--- src/rtl/picomips_pkg.sv ---
`default_nettype none
// ============================================================================
// Module : picomips_pkg
// Brief  : Shared picoMips opcodes, instruction defaults and load FSM states.
// Rev    : 1.0
// ============================================================================
package picomips_pkg;

  localparam int INSTR_W = 10;
  localparam int OPC_W   = 3;
  localparam logic [INSTR_W-1:0] NOP_WORD = '0;

  // Opcode 0 is left free so that an all-zero word decodes as NOP.
  localparam logic [OPC_W-1:0] OP_HEI  = 3'd1;
  localparam logic [OPC_W-1:0] OP_LS   = 3'd2;
  localparam logic [OPC_W-1:0] OP_MULI = 3'd3;
  localparam logic [OPC_W-1:0] OP_AR   = 3'd4;
  localparam logic [OPC_W-1:0] OP_ADDR = 3'd5;
  localparam logic [OPC_W-1:0] OP_LR   = 3'd6;
  localparam logic [OPC_W-1:0] OP_ADDI = 3'd7;

  typedef enum logic [1:0] {
    IDLE = 2'd0,
    LOAD = 2'd1,
    FILL = 2'd2
  } load_state_t;

endpackage
`default_nettype wire

--- src/rtl/program_store_ram.sv ---
`default_nettype none
// ============================================================================
// Module : program_store_ram
// Brief  : Synchronous-write, synchronous-read instruction array.
// Rev    : 1.0
// ============================================================================
module program_store_ram #(
  parameter int ADDR_W = 5,
  parameter int INSTR_W = 10,
  parameter int DEPTH = 32,
  parameter logic [INSTR_W-1:0] INIT_WORD = '0
) (
  input  logic               clk,
  input  logic               we,
  input  logic [ADDR_W-1:0]  waddr,
  input  logic [INSTR_W-1:0] wdata,
  input  logic               re,
  input  logic [ADDR_W-1:0]  raddr,
  output logic [INSTR_W-1:0] rdata
);

  // Configuration-time contents; reset never touches the array.
  logic [INSTR_W-1:0] r_mem [DEPTH] = '{default: INIT_WORD};
  logic [INSTR_W-1:0] r_rdata;

  always_ff @(posedge clk) begin
    if (we) begin
      r_mem[waddr] <= wdata;
    end
    if (re) begin
      r_rdata <= r_mem[raddr];
    end
  end

  assign rdata = r_rdata;

endmodule
`default_nettype wire

--- src/rtl/program_store.sv ---
`default_nettype none
// ============================================================================
// Module : program_store
// Brief  : Field-loadable picoMips program memory with NOP-filling load FSM.
// Rev    : 1.0
// ============================================================================
module program_store #(
  parameter int ADDR_W = 5,
  parameter int INSTR_W = picomips_pkg::INSTR_W,
  parameter int DEPTH = 2**ADDR_W,
  parameter logic [INSTR_W-1:0] NOP_WORD = picomips_pkg::NOP_WORD
) (
  input  logic               Clock,
  input  logic               Reset,
  input  logic [ADDR_W-1:0]  Addr,
  input  logic               Fetch_en,
  output logic [INSTR_W-1:0] Instruction,
  input  logic               Load_start,
  input  logic               Load_valid,
  input  logic [INSTR_W-1:0] Load_data,
  input  logic               Load_last,
  output logic               Load_ready,
  output logic               Loading,
  output logic [ADDR_W:0]    Load_count,
  output logic               Load_error
);

  import picomips_pkg::*;

  localparam logic [ADDR_W-1:0] c_LAST  = ADDR_W'(DEPTH - 1);
  localparam logic [ADDR_W:0]   c_DEPTH = (ADDR_W + 1)'(DEPTH);

  load_state_t        r_state;
  logic [ADDR_W-1:0]  r_wp;
  logic [ADDR_W:0]    r_count;
  logic               r_error;
  logic               r_fetch_nop;

  logic               w_in_range;
  logic               w_we;
  logic               w_re;
  logic [INSTR_W-1:0] w_wdata;
  logic [INSTR_W-1:0] w_rdata;

  assign w_in_range = {1'b0, Addr} < c_DEPTH;
  assign w_we       = !Reset && (((r_state == LOAD) && Load_valid) || (r_state == FILL));
  assign w_wdata    = (r_state == FILL) ? NOP_WORD : Load_data;
  // Array read is suppressed when the result would be forced to NOP anyway.
  assign w_re       = Fetch_en && w_in_range && (r_state == IDLE);

  program_store_ram #(
    .ADDR_W    (ADDR_W),
    .INSTR_W   (INSTR_W),
    .DEPTH     (DEPTH),
    .INIT_WORD (NOP_WORD)
  ) u_ram (
    .clk   (Clock),
    .we    (w_we),
    .waddr (r_wp),
    .wdata (w_wdata),
    .re    (w_re),
    .raddr (Addr),
    .rdata (w_rdata)
  );

  always_ff @(posedge Clock) begin
    if (Reset) begin
      r_state     <= IDLE;
      r_wp        <= '0;
      r_count     <= '0;
      r_error     <= 1'b0;
      r_fetch_nop <= 1'b1;
    end else begin
      if (Fetch_en) begin
        r_fetch_nop <= !w_in_range || (r_state != IDLE);
      end
      case (r_state)
        IDLE: begin
          if (Load_start) begin
            r_state <= LOAD;
            r_wp    <= '0;
            r_count <= '0;
            r_error <= 1'b0;
          end
        end
        LOAD: begin
          if (Load_valid) begin
            r_wp    <= r_wp + 1'b1;
            r_count <= r_count + 1'b1;
            if (r_wp == c_LAST) begin
              r_state <= IDLE;
              r_error <= !Load_last;
            end else if (Load_last) begin
              r_state <= FILL;
            end
          end
        end
        FILL: begin
          r_wp <= r_wp + 1'b1;
          if (r_wp == c_LAST) begin
            r_state <= IDLE;
          end
        end
        default: r_state <= IDLE;
      endcase
    end
  end

  assign Instruction = r_fetch_nop ? NOP_WORD : w_rdata;
  assign Load_ready  = (r_state == LOAD);
  assign Loading     = (r_state != IDLE);
  assign Load_count  = r_count;
  assign Load_error  = r_error;

endmodule
`default_nettype wire

--- config.mk ---
export PLATFORM = sky130hd
export DESIGN_NAME = program_store
export DESIGN_NICKNAME = d
export VERILOG_FILES = /design/src/rtl/picomips_pkg.sv /design/src/rtl/program_store_ram.sv /design/src/rtl/program_store.sv
export SDC_FILE = /design/constraint.sdc
export NUM_CORES = 1
export LEC_CHECK = 0
export CORE_AREA = 4 4 179 181
export CTS_BUF_LIST = sky130_fd_sc_hd__clkbuf_8
export CTS_CLUSTER_DIAMETER = 50
export DETAILED_ROUTE_END_ITERATION = 6
export DIE_AREA = 0 0 183 185
export GPL_ROUTABILITY_DRIVEN = 0
export HOLD_SLACK_MARGIN = 0.02
export PLACE_DENSITY = 0.62
export SLEW_MARGIN = 20
export SYNTH_ARGS = -nofsm -noshare
export SYNTH_HDL_FRONTEND = slang
export SYNTH_SLANG_ARGS = --single-unit
--- constraint.sdc ---
create_clock -name Clock -period 2.6 [get_ports Clock]
set_clock_uncertainty 0.05 [all_clocks]
set_input_delay 0.52 -clock Clock [delete_from_list [all_inputs] [get_ports Clock]]
set_output_delay 0.52 -clock Clock [all_outputs]
set_load 0.05 [all_outputs]
==> impl_summary.md, run 1 <==
Timing
Measured against its own limit, the worst slew margin works out to 62.3%. The final period demand of the worst path is 2.46 ns. The number of max-slew violations in the final report is 0. The slew at the pin closest to its max-slew limit is 0.565 ns. Setup repair after global routing left no endpoint under its margin. Dividing the final minimum period by the clock period gives 94.8%. The setup TNS is 0 ns. Based on the critical path, the design can be clocked at up to 406 MHz. The number of hold violations in the final report is 0. The count of final setup violators is 0.

Synthesis
The register area share after synthesis is 73.4%. The cell area that synthesis handed to floorplanning was 0.0139 mm2. The most repeated cell in the gate-level netlist after synthesis is edfxtp_1. Of the post-synthesis cell area, the dominant cell type holds 71.2%.

The Yosys step of the flow raised 0 warnings. The average cell area after synthesis is 16.3 um2. The synthesized design contains 330 enable-type register cells.

The number of standard cells after synthesis is 856. The net count after synthesis is 890. The count of state elements after synthesis is 345. The post-synthesis async set-or-reset flop share is 0%. The cell type with the largest total area after synthesis is edfxtp_1.

By area the synthesized netlist is led by edfxtp_1 (71%), mux2i_1 (12%), a22oi_1 (2.2%), dfxtp_1 (2.2%), a22o_1 (1.3%). For this run, the leading register cell type out of synthesis is edfxtp_1. The commonest cells after synthesis are edfxtp_1 (330), mux2i_1 (164), nor2_1 (46). The netlist uses 37 different library cells.

Route
For this run, the detailed router's first-pass iteration total came to 5. The count of antenna-violating nets left after detailed routing is 0. The post-detailed-route via-to-cell ratio is 5.36. The remaining design rule violation count is 0. In the final routed layout, each cell accounts on average for 22.2 um.

The post-detailed-routing wire length is 31.6 mm. The detailed router placed 7628 vias in this run. The DRC marker count from the first detailed-route iteration is 672.

GRT
The first global-routing pass estimated 47.8 mm of wire. The initial antenna violation count is 0. The number of global-route vias before repair came to 7718. The leftover overflow at the end of global routing is 0.

Global routing consumed, over all layers together, 18.8% of the routing resources. The maximum number of pins on one net before global-route repair is 39.

Pwr
The share of total power dissipated in sequential elements is 52.9%. The analysis attributes to cell leakage a power of 5.99 nW. The switching power as a share of total power is 25.8%.

In this run the power spent charging and discharging nets is 3.15 mW. The areal power density over the cells is 750 mW/mm2. The internal portion of the total power is 9.08 mW. The portion of total power attributed to the clock network is 34.6%. In this run, the combinational gates consume 12.4% of the power. The worst-case IR drop observed on VDD is 0.464 mV.

Finish
The number of inserted diodes is 0. The area growth from synthesis to final layout is 17.2%. The filler cells instantiated in the layout total 2496. The post-route netlist has 16.2% of its cells at a drive strength greater than 1. The number of nets in the final layout is 1016. In the final layout, flip-flops and latches occupy 0.0102 mm2.

In the final layout, the multi-input gates occupy 0.00346 mm2. The utilization after layout is 53.6%.

Worst setup path
The required time of the critical path is 2.03 ns. Along the worst path, the maximum fanout reaches 4. Data arrives at the worst endpoint at 1.89 ns.

The endpoint class of the critical path is a primary output. The startpoint type of the worst setup path is a flip-flop. The worst setup path is of the reg2out kind.

Clock network
Buffers inserted during clock tree synthesis total 55. The CTS clock-pin slew for the worst setup and hold paths is 0.06 ns. In this run the deepest clock path goes through 3 buffers. The number of levels in the clock H-tree is 2. After clock tree synthesis, the setup repair step added 0 buffers. Clock tree synthesis found a total of 345 sinks.

The later-pin clock latency in the skew report is 0.58 ns. The CTS tree is done. CTS placed an instance of clkbuf_8 at the clock tree root.

Job
Max-cap violations in this run came to 0.

Die
40 I/O pins were placed. The total number of placement rows is 64. The full die area is 0.0339 mm2.

The core region is 0.0304 mm2. The floorplan step set the die height to 185 um. The floorplan step set the die width to 183 um. Once the floorplan was initialized, standard cells occupied 45.7% of the core.

Min path
The worst hold path belongs to the class reg2reg.

Placement
The quantity of I/O buffers inserted on ports is 39. The placed wire-length estimate after detailed placement is 20.3 mm.

Status
The run finished with clean final reports.
critical path: stages, from the launching register on:
cell	delay (ns)
dfxtp_1	0.34
inv_1	0.13
ha_1	0.28
dlygate4sd2_1	0.57
cell usage in the layout, fill, tap and decap left out, types with 2 or more instances in the layout:
master | Yosys | layout
nor2b_2 | 0 | 11
buf_4 | 13 | 66
a22oi_1 | 40 | 40
inv_6 | 0 | 2
nand3_1 | 26 | 26
or3b_2 | 2 | 2
clkinv_1 | 0 | 11
nand4_1 | 12 | 12
inv_1 | 8 | 30
buf_12 | 0 | 11
clkdlybuf4s50_1 | 0 | 26
nand3b_1 | 4 | 4
mux2i_1 | 164 | 164
nor2b_1 | 24 | 12
a21oi_1 | 28 | 28
nor3_1 | 11 | 11
a22o_1 | 20 | 20
clkbuf_8 | 0 | 56
and2_1 | 2 | 2
and3_1 | 2 | 2
a31oi_1 | 10 | 10
nand2_1 | 32 | 32
bufinv_16 | 0 | 2
xor2_1 | 4 | 4
clkinv_2 | 0 | 8
ha_1 | 13 | 13
dlygate4sd2_1 | 0 | 7
nor2_1 | 46 | 45
nand2b_1 | 2 | 2
nor2b_4 | 1 | 2
dfxtp_1 | 15 | 15
or3_1 | 2 | 2
o21ai_0 | 4 | 4
dlymetal6s2s_1 | 0 | 4
edfxtp_1 | 330 | 330
power groups by stage:
stage | registers (mW) | logic (mW) | clock network, mW
after CTS | 6.48 | 1.54 | 4.33
after floorplan | 6.58 | 0.904 | 0
after global routing | 6.48 | 1.65 | 4.61
final | 6.48 | 1.52 | 4.24
after detailed placement | 6.59 | 1.55 | 0
after global placement | 6.59 | 1.53 | 0
stage by stage:
stage / total power, mW / setup WS [ns] / hold slack (ns) / instance area, um2 / cells
global route: 12.7 / 0.0362 / 0.487 / 16300 / 1423
CTS: 12.4 / 0.00253 / 0.452 / 16300 / 1423
global placement: 8.12 / 0.0854 / 0.439 / 15300 / 1321
floorplan: 7.49 / 0.456 / 0.427 / 13900 / 856
detailed placement: 8.14 / 0.0666 / 0.442 / 15300 / 1321
finish: 12.2 / 0.135 / 0.443 / 16300 / 1423
state kept, by name (all words and copies together), names as in the netlist:
name         count
u_ram.r_mem    320
Load_error       1
r_wp             5
u_ram.rdata     10
r_fetch_nop      1
r_state          2
Load_count       6
worst paths after layout:
path | start | to | slack, ns | cells past startpoint
worst max register to register | r_state[0] | r_state[1] | 0.55 | 7
worst max-delay path | r_state[1] | Load_ready | 0.14 | 3
worst min register to register | Load_error | Load_error | 0.44 | 2
worst min-delay path | Load_error | Load_error | 0.44 | 2
layer usage:
metal	part of all wire [%]	GRT usage, %
met5	0	0
met4	1.8	4.50
met3	6.1	3.55
met2	48	30.1
met1	44	26.9
cells by family after synthesis:
group	count (synthesis)	share of synthesized area [%]
AOI/OAI and AO/OA	106	5.31
xor gates and xnor gates	4	0.252
adders and majority gates	13	1.17
buffers and inverters	54	2.04
DFF	345	73.4
muxes	164	11.8
and+or+nand+nor	170	6.06
final cells by class:
cell class                 instances  share of cell area (%)
clock buffer                      55                    4.64
clock inverter                    47                    1.60
inverter                           8                   0.184
multi-input combinational        457                    21.2
sequential                       345                    62.6
tap                              396                    3.04
timing repair buffer             115                    6.75
what timing repair did:
item,4_1_cts,5_1_grt
endpoints found under the setup margin,7,4
hold buffers,0,0
gates resized for setup,7,4
Power figures use the tool's default switching activity.
==> run 2, diff against run 1 <==
Settings changed: CORE_AREA 4 4 179 181 to 4 4 158 160, DIE_AREA 0 0 183 185 to 0 0 162 164, HOLD_SLACK_MARGIN 0.02 to 0.08, PLACE_DENSITY 0.62 to 0.77.
==> impl_summary.md, run 2 (synthesis gave the netlist of run 1 again) <==
Clock network
The CTS clock-pin slew for the worst setup and hold paths came to 0.06 ns (about the same). CTS placed an instance of clkbuf_8 at the clock tree root. The maximum count of clock buffers along a single path is 3 (unchanged). The number of clock buffers inserted by TritonCTS is 51 (-7.3%).

The later-pin clock latency in the skew report was 0.56 ns (-0.02 ns). The TritonCTS sink count is 345 (unchanged). The CTS tree is done. The post-cts hold buffer count came to 0 (unchanged). The number of levels in the clock H-tree came to 2 (unchanged).

GRT
The first-pass GRT wire length is 47.3 mm (-0.92%). The global-route usage over all layers came to 23.8% (+5.0 points). The number of global-route vias before repair came to 7962 (+3.2%). The leftover overflow at the end of global routing is 0 (unchanged). The initial antenna violation count is 0 (unchanged). The maximum number of pins on one net before global-route repair is 39 (unchanged).

Worst setup path
STA classifies the critical path startpoint as a flip-flop. The required time of the critical path is 2.03 ns (about the same). STA classifies the critical path endpoint as a primary output. In this run the worst setup path begins at r_fetch_nop. The critical path goes through nor2b_1 -> dlygate4sd2_1. The peak fanout along the critical path is 11 (+7). The setup path with the least slack is of type reg2out. In this run the critical register-to-register path is launched from r_wp[3]. The data arrival time of the worst path is 1.93 ns (+0.04 ns). The biggest cell delay along the critical path is 0.58 ns (about the same). The slowest stage of the critical path is the dlygate4sd2_1 cell.

Timing
The relative slew slack came to 54.9% (-7.4 points). The portion of the clock cycle consumed by the worst path in the final layout was 96.2% (+1.4 points). The tightest hold margin is 0.436 ns (-0.00753 ns). The maximum operating frequency is 400 MHz (-1.5%).

The smallest setup slack after layout came to 0.0988 ns (-0.0365 ns). Setup repair after global routing left no endpoint under its margin. The setup TNS is 0 ns (unchanged). The slew at the pin closest to its max-slew limit is 0.676 ns (+0.111 ns). The number of max-slew violations in the final report is 0 (unchanged). The count of final setup violators came to 0 (unchanged). The number of hold violations in the final report is 0 (unchanged). The final period demand of the worst path is 2.50 ns (+0.0365 ns).

Pwr
The overall power of the completed layout is 11.8 mW (-3.3%). The areal power density over the cells is 736 mW/mm2 (-1.9%). The static leakage power was 5.85 nW (-2.4%). The maximum vdd ir drop came to 0.763 mV (+65%).

Route
The post-detailed-routing wire length is 31.1 mm (-1.5%). The iteration count of the initial detailed-routing pass came to 6 (+1). The remaining design rule violation count came to 0 (unchanged). The DRC marker count from the first detailed-route iteration is 947 (+41%). The per-cell routed wire length is 23.2 um (+4.7%). The post-detailed-route via-to-cell ratio was 6.02 (+12%).

The total via count after detailed routing came to 8059 (+5.7%). The count of antenna-violating nets left after detailed routing was 0 (unchanged).

Die
The full die area is 0.0266 mm2 (-22%). The die outline width is 162 um (-11%). The total number of placement rows came to 56 (-13%). The total I/O pin count is 40 (unchanged). The vertical die dimension is 164 um (-11%). The placeable core region is 0.0234 mm2 (-23%). The starting density of the core was 59.5% (+14 points).

Finish
Ranked by flip-flop count, first place goes to u_ram.r_mem. In the layout the commonest cells are edfxtp_1 (330), mux2i_1 (164), buf_4 (78). The final standard cell count with taps included and fillers excluded is 1339 (-5.9%). The number of inserted diodes is 0 (unchanged). The utilization after layout is 68.7% (+15 points). The number of nets in the final layout was 1020 (+0.39%).

The area growth from synthesis to layout is 15.5%. The commonest non-fill, non-tap cell in the layout is edfxtp_1. The flip-flop count of the largest register, all copies and words added is 320 (unchanged). The post-route standard cell area excluding fillers is 0.0161 mm2 (-1.5%).

The number of fillers in the final layout was 1535 (-39%). The share of cells above drive strength 1 came to 16.4% (+0.21 points).

Placement
The post-placement cell count was 1252 (-5.2%). The placed wire-length estimate after detailed placement came to 19.5 mm (-4.0%). The quantity of I/O buffers inserted on ports is 39 (unchanged). The worst-case setup slack after placement came to 0.0757 ns (+0.00908 ns). The total cell area at the placement stage is 0.0152 mm2 (-0.53%).

Job
The max capacitance violation total is 0 (unchanged).

Min path
The class of the tightest hold or removal check is reg2reg. The startpoint identified for the worst hold timing path is Load_error.

Status
The flow ran to the end, and the final reports show no timing, DRC or antenna violations.
-- run 2: changes by cell type in the layout (fill, tap and decap cells not counted), moves of 2 or more --
cell            change
inv_6               -2
dlymetal6s2s_1      -4
buf_4              +12
clkinv_1            +2
clkinv_2            -2
inv_1               -8
clkinvlp_4          +2
dlygate4sd2_1       +2
clkbuf_8            -4
buf_12              -3
-- run 2: what timing repair did --
item | CTS | global route
setup buffers | 0 | 0
setup endpoints to repair | 10 | 1
gates resized for setup | 10 | 2
cloned | 0 | 0
-- run 2: cell type report --
cell class                 instances  area, um2  share of cell area (%)
inverter                           8       30.0                   0.187
clock buffer                      51        702                    4.37
tap                              319        399                    2.48
sequential                       345      10200                    63.5
timing repair buffer             123       1100                    6.87
multi-input combinational        457       3450                    21.5
clock inverter                    36        176                    1.10
-- run 2: where the power goes --
| group | leakage [nW] | switching [mW] | internal [mW] | total [mW] |
|---|---|---|---|---|
| registers | 3.10 | 0.0660 | 6.40 | 6.47 |
| clock network | 0.500 | 1.91 | 1.92 | 3.83 |
| logic | 2.25 | 1.05 | 0.474 | 1.53 |
-- run 2: final timing paths --
kind | end | slack (ns) | depth (start not counted)
setup / recovery | Instruction[4] | 0.1 | 2
hold / removal | Load_error | 0.44 | 2
setup reg to reg | r_state[0] | 0.52 | 6
hold reg to reg | Load_error | 0.44 | 2
-- run 2: layer usage --
| metal | part of all wire [%] | global-route usage (%) | vias to the layer above |
|---|---|---|---|
| li1 | - | - | 3590 |
| met1 | 40 | 33.3 | 3951 |
| met2 | 46 | 37.1 | 432 |
| met3 | 9.8 | 5.24 | 86 |
| met4 | 4.0 | 9.07 | 0 |
| met5 | 0 | 0 | - |
-- run 2: worst max-delay path, delay by kind of cell (launching register included) --
| family | cells | cell delay, ns |
|---|---|---|
| flops | 1 | 0.46 |
| simple gates | 1 | 0.33 |
| buf+inv | 1 | 0.58 |
==> run 3, diff against run 2 <==
Settings changed: CORE_AREA 4 4 158 160 to 2 2 160 162, PLACE_DENSITY 0.77 to 0.76.
Clock period 2.6 ns to 2.2 ns, I/O delays scaled along.
==> impl_summary.md, run 3 (synthesis gave the netlist of run 1 again) <==
Die
The total number of placement rows is 58 (+3.6%). The total I/O pin count is 40 (unchanged). The vertical die dimension was 164 um (unchanged). The placeable core region is 0.0248 mm2 (+6.1%). The die outline width is 162 um (unchanged).

The starting density of the core is 56.1% (-3.4 points). The full die area is 0.0266 mm2 (unchanged).

Clock network
The post-CTS setup repair buffer count is 0 (unchanged). The number of levels in the clock H-tree was 2 (unchanged). The maximum count of clock buffers along a single path is 3 (unchanged).

TritonCTS built the clock tree. The number of clock buffers inserted by TritonCTS was 52 (+2.0%). The TritonCTS sink count came to 345 (unchanged).

The later-pin clock latency in the skew report came to 0.60 ns (+0.04 ns). The tree is rooted in a clkbuf_8. The CTS clock-pin slew for the worst setup and hold paths is 0.06 ns (about the same). The post-cts hold buffer count is 0 (unchanged).

Finish
The flip-flop count of the largest register, all copies and words added came to 320 (unchanged). The commonest non-fill, non-tap cell in the layout is edfxtp_1. The utilization after layout is 65.5% (-3.2 points). The top register by number of flip-flops is u_ram.r_mem.

The number of fillers in the final layout came to 1733 (+13%). Leaving out fill and tap cells, the most frequent cells in the layout are edfxtp_1 (330), mux2i_1 (164), buf_4 (79). The share of cells above drive strength 1 was 17.6% (+1.2 points). The post-route standard cell area excluding fillers was 0.0162 mm2 (+1.1%). The final standard cell count with taps included and fillers excluded came to 1359 (+1.5%).

The area growth from synthesis to final layout is 16.7%. The number of inserted diodes was 0 (unchanged). The number of nets in the final layout is 1020 (unchanged).

Placement
The placed wire-length estimate after detailed placement is 19.7 mm (+0.91%). The total cell area at the placement stage is 0.0153 mm2 (+0.53%). The post-placement cell count is 1262 (+0.80%). The worst-case setup slack after placement is -0.235 ns (-0.311 ns). The quantity of I/O buffers inserted on ports is 39 (unchanged).

Worst setup path
The data arrival time of the worst path was 1.63 ns (-0.30 ns). The worst setup path is captured at a primary output. The total stage count of the critical path is 5 (+3). The worst setup path is of the reg2out kind. Among the stages of the critical path, the cell type that occurs most often is inv_1. The startpoint type of the worst setup path is a flip-flop.

The peak fanout along the critical path is 5 (-6). The biggest cell delay along the critical path is 0.37 ns (-0.21 ns). The dominant delay contributor by cell family on the critical path is buffers and inverters. The required time of the critical path is 1.71 ns (-0.32 ns).

The logic depth of the worst register-to-register path is 8 (+2). The cell with the largest stage delay on the worst path is dfxtp_4. The number of buffers and inverters on the critical path was 4 (+3).

The critical path goes through inv_1 -> ha_1 -> buf_4 -> inv_1 -> buf_12.

Route
The post-detailed-route via-to-cell ratio is 5.91 (-1.8%). The count of antenna-violating nets left after detailed routing is 0 (unchanged). The DRC marker count from the first detailed-route iteration was 857 (-9.5%). The total via count after detailed routing was 8030 (-0.36%). The post-detailed-routing wire length is 31.6 mm (+1.5%). The per-cell routed wire length is 23.2 um (about the same). The remaining design rule violation count is 0 (unchanged). The iteration count of the initial detailed-routing pass is 5 (-1).

Timing
The count of final setup violators is 0 (unchanged). The tightest hold margin is 0.428 ns (-0.00826 ns). Setup repair after global routing left no endpoint under its margin.

The maximum operating frequency is 471 MHz. The portion of the clock cycle consumed by the worst path in the final layout is 96.5%. The number of hold violations in the final report is 0 (unchanged).

The final period demand of the worst path is 2.12 ns. The relative slew slack came to 66.7% (+12 points). The smallest setup slack after layout was 0.0765 ns (-0.0223 ns). The setup TNS is 0 ns (unchanged). The slew at the pin closest to its max-slew limit is 0.502 ns (-0.174 ns). The number of max-slew violations in the final report is 0 (unchanged).

GRT
The initial antenna violation count is 0 (unchanged). The first-pass GRT wire length is 47.3 mm (-0.13%). The leftover overflow at the end of global routing is 0 (unchanged). The maximum number of pins on one net before global-route repair was 41 (+5.1%).

The global-route usage over all layers is 24.4% (+0.63 points). The number of global-route vias before repair is 7941 (-0.26%).

Pwr
The static leakage power came to 5.96 nW (+1.9%). The portion of total power attributed to the clock network came to 33.3% (+0.9 points). The relative contribution of sequential cells to total power is 53.2% (-1.5 points). The switching power of the nets is 3.76 mW (+24%). The switching power as a share of total power was 26.1% (+0.51 points). The internal power summed over all cells is 10.6 mW (+21%). The fraction of power consumed by combinational cells came to 13.5% (+0.6 points).

The areal power density over the cells is 887 mW/mm2 (+20%). The overall power of the completed layout is 14.4 mW (+22%). The maximum vdd ir drop was 0.771 mV (+1.1%).

Min path
The cell count of the worst hold path came to 2 (unchanged). The class of the tightest hold or removal check is reg2reg.

Job
The max capacitance violation total is 0 (unchanged).

Status
The flow ran to the end, and the final reports show no timing, DRC or antenna violations.
==> run 3: cell types whose count changed in the layout (fill, tap and decap cells not counted), sizes merged, moves of 2 or more <==
cell / before / now
buf: 86 / 95
clkbuf: 53 / 55
clkdlybuf4s50: 26 / 19
dlygate4sd2: 9 / 7
inv: 22 / 31
==> run 3: repair_timing <==
item                                    in CTS  in global routing
hold endpoints to repair                     0                  0
gates resized for setup                      8                  3
pin swaps                                    0                  0
endpoints found under the setup margin       8                  8
==> run 3: worst paths after layout <==
check | to | from | slack, ns
min | Load_error | Load_error | 0.43
min reg2reg | Load_error | Load_error | 0.43
max reg2reg | u_ram.r_mem[18][2] | r_state[1] | 0.20
max | Loading | r_state[0] | 0.08
==> run 3: per-layer routing <==
layer,GRT usage [%],routed length [um],vias to the layer above
li1,-,-,3599
met1,32.7,12500,3950
met2,40.5,15400,417
met3,5.48,2900,64
met4,7.16,760,0
met5,0,0,-
==> run 3: final cells by class <==
type	count	area, um2	share of cell area (%)
clock buffers	54	743	4.58
clock inverters	43	210	1.29
inverters	8	30.0	0.185
multi-input cells	457	3450	21.3
flip-flops and latches	345	10200	62.9
well taps	330	413	2.54
repair buffers	122	1180	7.26
==> run 3: worst min-delay path: cells and delay by family (launching register included) <==
family / cells / cell delay (ns)
AO/OA/AOI/OAI: 2 / 0.12
flip-flops: 1 / 0.31
==> run 3: power by group through the flow <==
stage	combinational [mW]	sequential, mW	clock [mW]
after floorplan	1.07	7.78	0
after global placement	1.89	7.79	0
after detailed placement	1.94	7.79	0
after CTS	1.94	7.66	4.84
after global routing	2.06	7.68	5.14
final	1.94	7.67	4.79
==> RTL edit 1, RTL diff (config.mk and constraints of run 3) <==
Make the reset (`Reset`) asynchronous in one clocked block.
--- a/src/rtl/program_store.sv
+++ b/src/rtl/program_store.sv
@@ -65,3 +65,3 @@
 
-  always_ff @(posedge Clock) begin
+  always_ff @(posedge Clock or posedge Reset) begin
     if (Reset) begin
Function: differs if Reset is asserted again (counterexample within 4 cycles, from zero or initial values and one cycle with Reset high); with Reset held inactive, the same outputs for 10 cycles.
==> RTL edit 1 against run 3 <==
Cell area grew 1.3%; setup slack got worse by 0.039 ns; largest cell class unchanged; cell count up 0.44%; synthesized cell count grew 0.23%; the run now ends with design-rule violations left; sequential cell count stayed put; highest routed layer unchanged; register-to-register slack lost 0.05 ns; clock power fell by 7.1%; synthesized area up 1.7%; power up 5.3%; wire length is 0.35% lower; worst hold slack worse by 0.18 ns.
==> RTL edit 1: results (changes against run 3) <==
post-synth cell types=36 (-2.7%); Finish-stage setup viols=0 (unchanged); outcome=finished, violations left; Post-Synth XOR/XNOR Area=0.1238% (-0.13 points); Arrival @ worst endpoint=1.67 ns (+0.04 ns); hold crit path type=in -> async; post-CTS sizing=9 (+1); post-route design area=16460 sq um (+1.3%); clk buf depth=3 (unchanged); synth top area cells=edfxtp_1, mux2i_1, dfrtp_1; DRC Markers=2 (+2); register area share after synthesis=72.71% (-0.67 points); post-synthesis mux area share=11.63% (-0.17 points); P_leak=0.006115 uW (+2.6%); Syn Nets=892 (+0.22%); placed insts=1283 (+1.7%); TritonCTS buffer count=52 (unchanged); proportion of layout cells with a drive suffix above 1=19.03% (+1.4 points); dpl ws=-0.2278 ns (+0.007310 ns); clk slew on worst S/H paths=0.06 ns (about the same); worst vdd ir=1.295 mV (+68%); Post-synth top cells=edfxtp_1, mux2i_1, a22oi_1; initial antenna violation count=0 (unchanged); failing checks=design-rule violations; number of synthesized flops with an enable pin=330 (unchanged); vias in the first global route=8064 (+1.5%); clk_lat worst skew=0.58 ns (-0.02 ns); Post-CTS Setup Inserts=0 (unchanged); Largest Register=u_ram.r_mem; max reg flops=320 (unchanged); Worst path max stage delay=0.71 ns (+0.34 ns); fin cells=1365 (+0.44%); CP max FO=11 (+6); max_slew headroom=59.03% (-7.7 points); drt pass-1 iters=7 (+2); synth warn=0 (unchanged); routed len/inst=23.04 um (-0.79%); Synth async-reset ratio=4.348% (+4.3 points); largest net degree at the start of global routing=33 (-20%); Sw Ratio=28.19% (+2.0 points); Worst path slowest cell=dfstp_2; adder-cell share of the synthesized area=1.150% (-0.019 points); fraction of the mapped netlist area in compound gates=5.360% (+0.054 points); Fill cells=1698 (-2.0%); Initial DRC Count=903 (+5.4%); Nets=1041 (+2.1%); Setup TNS=0 ns (unchanged); Inserted Diodes=0 (unchanged); CTS H-tree lvls=2 (unchanged); All-Layer GR Usage=24.44% (+0.042 points); root buf cell=clkbuf_8; first-pass GRT wire length=47820 um (+1.2%); HPWL after DPL=20380 um (+3.7%); delay-heaviest family, CP=flip-flops; Most used DFF post-synth=edfxtp_1; Vias per Instance=5.897 (-0.19%); syn_area_per_cell=16.49 sq um (+1.4%); number of port buffers=39 (unchanged)
RTL edit 1: worst paths after layout:
kind,startpoint,to,slack (ns),cells after the start
setup / recovery,r_fetch_nop$_DFFE_PP1P_,Instruction[3],0.04,2
hold / removal,Reset,r_state[0]$_DFFE_PP0P_,0.25,2
setup reg to reg,r_state[1]$_DFFE_PP0P_,u_ram.r_mem[14][7]$_DFFE_PP_,0.15,9
hold reg to reg,Load_count[5]$_DFFE_PP0P_,Load_count[5]$_DFFE_PP0P_,0.50,2
max in group asynchronous,Reset,r_wp[1]$_DFFE_PP0P_,1.45,2
min in group Clock,Fetch_en,r_fetch_nop$_DFFE_PP1P_,0.49,2
RTL edit 1: cell type report:
class | count | area share (%)
flip-flops and latches | 345 | 62.49
multi-input cells | 459 | 21.18
repair buffers | 139 | 8.392
clock buffers | 53 | 4.431
well taps | 330 | 2.508
clock inverters | 29 | 0.7677
inverters | 10 | 0.2280
RTL edit 1: kinds of logic after synthesis:
| logic type | after synthesis |
|---|---|
| xor+xnor | 2 |
| fa+ha+maj | 13 |
| flops | 345 |
| simple gates | 169 |
| mux | 164 |
| compound gates | 111 |
| buf+inv | 54 |
RTL edit 1: metal layers:
layer	global-route usage (%)	share of wire, %	routed length, um	vias to the layer above
met2	39.83	48	14990	408
met5	0	0	0	-
li1	-	-	-	3620
met1	32.71	40	12610	3946
met4	8.085	3.1	981	0
met3	6.010	9.1	2860	76
RTL edit 1: power by group through the flow:
| stage | Sequential [uW] | Clock [uW] | Combinational (uW) |
|---|---|---|---|
| final | 7960 | 4450 | 2760 |
| after global routing | 7970 | 4830 | 2940 |
| after CTS | 7950 | 4540 | 2750 |
| after detailed placement | 8090 | 0 | 2740 |
| after global placement | 8080 | 0 | 2650 |
| after floorplan | 8090 | 0 | 1510 |
==> RTL edit 2, RTL diff (settings of run 3) <==
Made on the original files. `ADDR_W` is set to 5 in 2 places; all go to 4.
--- a/src/rtl/program_store_ram.sv
+++ b/src/rtl/program_store_ram.sv
@@ -7,3 +7,3 @@
 module program_store_ram #(
-  parameter int ADDR_W = 5,
+  parameter int ADDR_W = 4,
   parameter int INSTR_W = 10,
--- a/src/rtl/program_store.sv
+++ b/src/rtl/program_store.sv
@@ -7,3 +7,3 @@
 module program_store #(
-  parameter int ADDR_W = 5,
+  parameter int ADDR_W = 4,
   parameter int INSTR_W = picomips_pkg::INSTR_W,
Ports: changed (resized Addr and Load_count); port bits go from 40 to 38. No check against the original RTL was run, so the function may have changed too.
==> RTL edit 2 against run 3 <==
Critical endpoint is now Load_error; non-clock buffer count down 58; wire length down 52%; power down 48%; sequential share of layout area down 1.1 points; synthesized area down 47%; critical path depth down 4; sequential cell count down 162; setup slack better by 0.019 ns; synthesized cell count down 54%; cell area down 47%; combinational power down 37%; critical path type unchanged; cell count down 41%.
==> RTL edit 2: results (changes against run 3) <==
outcome=finished, final reports clean; proportion of layout cells with a drive suffix above 1=24.21% (+6.6 points); synth top area cells=edfxtp_1, mux4_2, mux4_1; Post-synth top cells=edfxtp_1, mux4_2, nor2b_1; HPWL after DPL=10270 um (-48%); Arrival @ worst endpoint=1.61 ns (-0.02 ns); Syn Nets=428 (-52%); fin cells=805 (-41%); placed insts=773 (-39%); Nets=493 (-52%); max reg flops=160 (-50%); Vias per Instance=4.873 (-18%); start of the worst register-to-register path=r_state[0]$_SDFFE_PP0P_; post-synthesis mux area share=13.09% (+1.3 points); dpl ws=-0.05793 ns (+0.1772 ns); Worst path max stage delay=0.81 ns (+0.44 ns); All-Layer GR Usage=12.00% (-12 points); register area share after synthesis=72.69% (-0.68 points); hold crit path type=reg -> reg; initial antenna violation count=2 (+2); Worst path slowest cell=clkdlybuf4s50_1; number of port buffers=37 (-5.1%); Worst Reg2Reg Path Length in Cells=8 (unchanged); first-pass GRT wire length=23390 um (-50%); P_leak=0.002884 uW (-52%); Initial DRC Count=399 (-53%); CP max FO=2 (-3); worst vdd ir=0.5820 mV (-25%); CP startpoint=Load_error$_SDFFE_PP0P_; clk_lat worst skew=0.45 ns (-0.15 ns); CTS H-tree lvls=4 (+2); Post-Synth XOR/XNOR Area=0.3560% (+0.10 points); number of synthesized flops with an enable pin=170 (-48%); routed len/inst=18.81 um (-19%); vias in the first global route=3959 (-50%); fraction of the mapped netlist area in compound gates=3.662% (-1.6 points); Reg-to-Reg End=u_ram.r_mem[0][5]$_DFFE_PP_; post-synth cell types=38 (+2.7%); adder-cell share of the synthesized area=1.865% (+0.70 points); syn_area_per_cell=18.59 sq um (+14%); drt pass-1 iters=4 (-1); clk slew on worst S/H paths=0.10 ns (+0.04 ns); Fill cells=2311 (+33%); clk buf depth=2 (-1); worst hold slack=0.4841 ns (+0.05662 ns); worst setup path endpoint=Load_error; post-layout min period=2.104 ns (-0.01933 ns); R2R setup slack=0.14 ns (-0.06 ns)
==> RTL edit 2: final cells by class <==
| cell class | instances | area (sq um) | share of cell area [%] |
|---|---|---|---|
| sequential | 183 | 5365 | 61.83 |
| multi-input combinational | 190 | 1912 | 22.03 |
| timing repair buffer | 64 | 571.8 | 6.590 |
| tap | 330 | 412.9 | 4.758 |
| clock buffer | 17 | 234.0 | 2.696 |
| clock inverter | 15 | 158.9 | 1.831 |
| inverter | 6 | 22.52 | 0.2596 |
==> RTL edit 2: logic make-up (layout without fill, tap and decap cells) <==
family                     after synthesis  count (layout)
DFF                                    183             183
and+or+nand+nor                         93              93
muxes                                   42              42
AOI/OAI and AO/OA                       41              41
buffers and inverters                   24             102
adders and majority gates               11              11
xor gates and xnor gates                 3               3
==> RTL edit 2: metrics by stage <==
step	util, %	instance area [sq um]	power [uW]	setup TNS (ns)
5_1_grt	34.96	8677	7831	0
4_1_cts	34.82	8642	7555	0
3_3_place_gp	33.24	8250	5317	-0.9631
3_5_place_dp	33.24	8250	5378	-1.992
6_report	34.96	8677	7522	0
2_1_floorplan	-	7381	4942	0
==> RTL edit 2: worst min path at each step <==
stage                                           from                          to  cells after the start
after detailed placement     Load_error$_SDFFE_PP0P_     Load_error$_SDFFE_PP0P_                      2
after global placement          r_wp[1]$_SDFFE_PP0P_        r_wp[1]$_SDFFE_PP0P_                      2
after floorplan                 r_wp[1]$_SDFFE_PP0P_        r_wp[1]$_SDFFE_PP0P_                      2
after CTS                       r_wp[0]$_SDFFE_PP0P_        r_wp[0]$_SDFFE_PP0P_                      2
final                     Load_count[4]$_SDFFE_PP0P_  Load_count[4]$_SDFFE_PP0P_                      2
after global routing            r_wp[0]$_SDFFE_PP0P_        r_wp[0]$_SDFFE_PP0P_                      2
==> RTL edit 2: repair_timing <==
| item | in CTS | in global routing |
|---|---|---|
| setup buffers | 0 | 0 |
| gates resized for setup | 4 | 7 |
| endpoints found under the setup margin | 19 | 70 |
==> RTL edit 2: per-layer routing <==
| layer | routed length [um] | GRT usage [%] | vias up |
|---|---|---|---|
| met3 | 1264 | 4.874 | 18 |
| met4 | 172 | 3.057 | 4 |
| li1 | - | - | 1708 |
| met1 | 6687 | 16.38 | 2031 |
| met5 | 27 | 0 | - |
| met2 | 6986 | 17.87 | 162 |
==> RTL edit 2: worst reg2reg max path: cells and delay by family (launching register included) <==
family	cells	cell delay, ns
AO/OA/AOI/OAI	1	0.09
adder cells (fa/ha/maj)	1	0.18
flip-flops	1	0.36
buffers and inverters	3	0.51
AND/OR/NAND/NOR	3	0.58
==> RTL edit 2: report_power, final <==
group	total (uW)	internal (uW)	leakage (uW)	switching, uW
registers	4090	4020	0.00164	71.2
clock network	2210	943	0.000200	1270
logic	1220	434	0.00104	787
